===== src/rtl/to_lower_stream.sv =====
// Streaming ASCII lower-case converter with a 2-entry skid buffer and a
// per-string count of converted bytes, reported when the string's last byte is accepted.
module to_lower_stream #(
    parameter int CW    = 8,
    parameter int DEPTH = 2
) (
    input  logic          clk,
    input  logic          rst,
    input  logic          in_valid,
    output logic          in_ready,
    input  logic [7:0]    in_data,
    input  logic          in_last,
    output logic          out_valid,
    input  logic          out_ready,
    output logic [7:0]    out_data,
    output logic          out_last,
    output logic [CW-1:0] conv_count,
    output logic          count_valid,
    output logic          busy
);
    typedef struct packed {
        logic       last;
        logic [7:0] data;
    } ent_t;

    localparam logic [0:0] S_IDLE   = 1'b0;
    localparam logic [0:0] S_ACTIVE = 1'b1;
    localparam logic [1:0] FULL     = 2'(DEPTH);

    ent_t          mem [2];
    logic          wp, rp;
    logic [1:0]    entries, entries_n;
    logic          rdy_q;
    logic [0:0]    state;
    logic [CW-1:0] cnt, base, sum;
    logic          push, pop, is_upper;
    logic [7:0]    conv_data;

    assign is_upper  = (in_data >= 8'h41) && (in_data <= 8'h5A);
    assign conv_data = is_upper ? (in_data | 8'h20) : in_data;

    assign push = in_valid & rdy_q;
    assign pop  = out_valid & out_ready;

    always_comb begin
        entries_n = entries;
        if (push && !pop)
            entries_n = entries + 2'd1;
        else if (pop && !push)
            entries_n = entries - 2'd1;
    end

    // in_ready comes straight from a flop so out_ready never reaches the input side
    always_ff @(posedge clk or posedge rst) begin
        if (rst) begin
            mem[0]  <= '0;
            mem[1]  <= '0;
            wp      <= 1'b0;
            rp      <= 1'b0;
            entries <= 2'd0;
            rdy_q   <= 1'b0;
        end else begin
            if (push) begin
                mem[wp] <= '{last: in_last, data: conv_data};
                wp      <= ~wp;
            end
            if (pop)
                rp <= ~rp;
            entries <= entries_n;
            rdy_q   <= (entries_n != FULL);
        end
    end

    assign in_ready  = rdy_q;
    assign out_valid = (entries != 2'd0);
    assign out_data  = mem[rp].data;
    assign out_last  = mem[rp].last;

    // A string's first byte starts from zero regardless of the stale counter
    assign base = (state == S_IDLE) ? '0 : cnt;
    assign sum  = (is_upper && base != '1) ? base + CW'(1) : base;

    always_ff @(posedge clk or posedge rst) begin
        if (rst) begin
            state       <= S_IDLE;
            cnt         <= '0;
            conv_count  <= '0;
            count_valid <= 1'b0;
        end else begin
            count_valid <= 1'b0;
            if (push) begin
                if (in_last) begin
                    conv_count  <= sum;
                    count_valid <= 1'b1;
                    cnt         <= '0;
                    state       <= S_IDLE;
                end else begin
                    cnt   <= sum;
                    state <= S_ACTIVE;
                end
            end
        end
    end

    assign busy = (state == S_ACTIVE) | (entries != 2'd0);
endmodule

===== config.mk =====
export PLATFORM = sky130hd
export DESIGN_NAME = to_lower_stream
export DESIGN_NICKNAME = d
export VERILOG_FILES = /design/src/rtl/to_lower_stream.sv
export SDC_FILE = /design/constraint.sdc
export NUM_CORES = 1
export LEC_CHECK = 0
export CAP_MARGIN = 10
export CORE_MARGIN = 2
export CORE_UTILIZATION = 55
export CTS_CLUSTER_DIAMETER = 150
export CTS_CLUSTER_SIZE = 10
export DETAILED_ROUTE_END_ITERATION = 10
export PLACE_DENSITY = 0.82
export SLEW_MARGIN = 10
export SYNTH_ARGS = -nofsm -noshare
export SYNTH_HDL_FRONTEND = slang
export SYNTH_SLANG_ARGS = --single-unit

===== constraint.sdc =====
create_clock -name clk -period 5.8 [get_ports clk]
set_input_delay 1.16 -clock clk [delete_from_list [all_inputs] [get_ports clk]]
set_output_delay 1.16 -clock clk [all_outputs]
set_load 0.005 [all_outputs]

==> metrics <==
status=completed; top post-synthesis cells by area=dfrtp_1, mux2_2, nand2_1; final setup fails=0; setup tns final=0 ps; Setup Skew=between 10 and 15 ps; Hold Buf Count CTS=0; syn_nets=218; cell row count=22; post-synth cell types=36; #FFs+latches synth=41; CTS buffer count=5; initial antenna violation count=0; die span in y=66.0 um; Post-CTS Resized=0; Hold WC Path Type=reg -> reg; area share of the largest cell type after synthesis=48.6%; Async SR Flop Fraction=100%; Detailed Route Iter0 Violations=79; Antenna diodes=0; Ys Warns=0; clock sink count=41; clk root buf=clkbuf_8; final core occ=70.0%; Hold Vio Cnt, Final=0; CTS tree=yes; placed cell count=277; final net count=around 250; worst skew pair latency=290 ps; family with the most delay on the worst path=compound AO/OA/AOI/OAI gates; Most used DFF post-synth=dfrtp_1; Post-Layout Inst Area=2580 um2; Avg WL per Cell=14.7 um; fin crit share=55.5%; GP Congestion=0.897; DRC viols=0; Overflow after GRT=0; Worst setup SP type=primary input; total track usage=22.5%; Final HPWL DP=2990 um; largest net degree at the start of global routing=42; Core ar.=3690 um2; cell area after placement=2480 um2; Tmin final=3220 ps; I/O pins=34; number of global-route vias before repair=about 1600; sequential area share after synthesis=48.6%; worst path cell trace=clkdlybuf4s50_1 > or3b_4 > a2111oi_0 > and2_1 > mux2_2 > o21ai_0; Initial DRT Pass Iterations=4; RSZ-0062 raised after global routing=no; routed vias=1598; Slowest Stage Delay on Critical Path=610 ps; Slew HR=47.0%; synthesized area=2110 um2; ANT nets after route=0; Port Buffer Count=33; chip width=66.0 um; CP bufs+invs=1; Layout Cells excl Fill=284; H-Tree Depth=2; CP endpoint kind=flip-flop; Worst EP arrival=3420 ps; worst-margin pin slew=roughly 770 ps; peak supply drop=roughly 0.00028 V; critical path type=in -> reg; worst-path cell with the longest stage delay=a2111oi_0; final WL=4180 um; count of flip-flops with a built-in enable after synthesis=0; first-pass GRT wire length=7290 um; clk buf depth=2; Clock Pin Slew Worst Setup and Hold Paths=70 ps; Slew Limit Fails=0; layout cells sized above 1=16.5%; Critical Path RT=6000 ps; syn_area_per_cell=between 10 and 15 um2; vias per cell=5.63; max-cap viol count=0; fmax=0.311 GHz; most common cell in the netlist=dfrtp_1; Post-Syn Instances=203; Leak=about 1.1 nW; Synth area leader=dfrtp_1; Pwr Density=slightly above 400 nW/um2; Layout Area Growth over Synthesis=22.3%; die area=4350 um2; number of post-CTS setup repair buffers=0; commonest cells in the netlist=dfrtp_1, mux2_2, nand2_1, o21ai_0; Initial Util=roughly 57%; critical-path maximum fanout=3
-- worst reg2reg max path, stage by stage (launching register included) --
cell and delay [ps]:
dfrtp_1 590, and2_1 290, ha_1 260, and4_1 170
a2111oi_0 700, and2_1 270, mux2_2 340, o21ai_0 130
-- cells in the final DEF, fill, tap and decap left out, types with 2 or more instances in the layout --
cell type / count
a21oi_1: 4
xnor2_1: 5
dfrtp_1: 41
o31ai_1: 2
nand2b_1: 4
o211ai_1: 2
nand3_1: 7
nor3_1: 4
and3_1: 4
nor4_1: 3
and2_1: 7
a31oi_1: 2
xor2_1: 3
clkdlybuf4s50_1: 33
clkbuf_8: 5
mux2_2: 27
or4_1: 4
nand2_1: 27
nor2b_1: 2
nor2_1: 8
o21ai_0: 13
inv_1: 8
ha_1: 2
a22o_1: 2
a2111oi_0: 2
-- stage by stage --
step / worst slack [ps] / hold WS [ps] / total power [mW]
finish: 2580 / 484 / 1.06
global route: 2470 / 522 / 1.13
CTS: 2640 / 494 / 1.07
detailed placement: 2340 / 478 / 0.848
global placement: 2430 / 455 / 0.834
floorplan: 3020 / 444 / 0.670
-- routing by layer --
| layer | GRT usage [%] | vias up | wire length (um) | share of wire, % |
|---|---|---|---|---|
| met3 | 4.60 | 4 | 153 | 3.7 |
| met2 | 35.7 | 32 | 1980 | 47 |
| met5 | 0 | - | 0 | 0 |
| met4 | 11.0 | 0 | 55 | 1.3 |
| li1 | - | 792 | - | - |
| met1 | 29.5 | 770 | 1990 | 48 |
-- report_power, final --
group | internal (mW) | switching, mW | total, mW
Clock | 0.125 | 0.0926 | 0.218
Sequential | 0.376 | 0.0662 | 0.442
Combinational | 0.251 | 0.145 | 0.397
-- kinds of logic after synthesis --
family	Yosys count	synth area share [%]
adders and majority gates	2	1.18
xor gates and xnor gates	8	3.32
buffers and inverters	16	2.84
DFF	41	48.6
and+or+nand+nor	75	18.3
AOI/OAI and AO/OA	33	10.9
muxes	28	14.9
-- state kept, by name (all words and copies together) (netlist names) --
| name | flops |
|---|---|
| mem | 18 |
| cnt | 8 |
| conv_count | 8 |
| entries | 2 |
| count_valid | 1 |
| in_ready | 1 |
| rp | 1 |
| state | 1 |
| wp | 1 |
-- path summary, 6_finish.rpt --
check | startpoint | end | slack (ps) | cells after the start
setup / recovery | in_data[6] | conv_count[3] | 2580 | 6
hold / removal | conv_count[5] | conv_count[5] | 480 | 2
setup reg to reg | state | conv_count[3] | 2960 | 7
max in group asynchronous | rst | mem[5] | 4160 | 3
hold reg to reg | conv_count[5] | conv_count[5] | 480 | 2
min in group asynchronous | rst | cnt[3] | 1300 | 3
-- area by class of cell --
type	count	area [um2]
fill	298	1100
sequential	41	1030
multi-input combinational	146	1030
timing repair buffer	34	338
clock buffer	5	68.8
tap	48	60.1
clock inverter	2	35.0
inverter	8	30.0
Power figures use the tool's default switching activity.
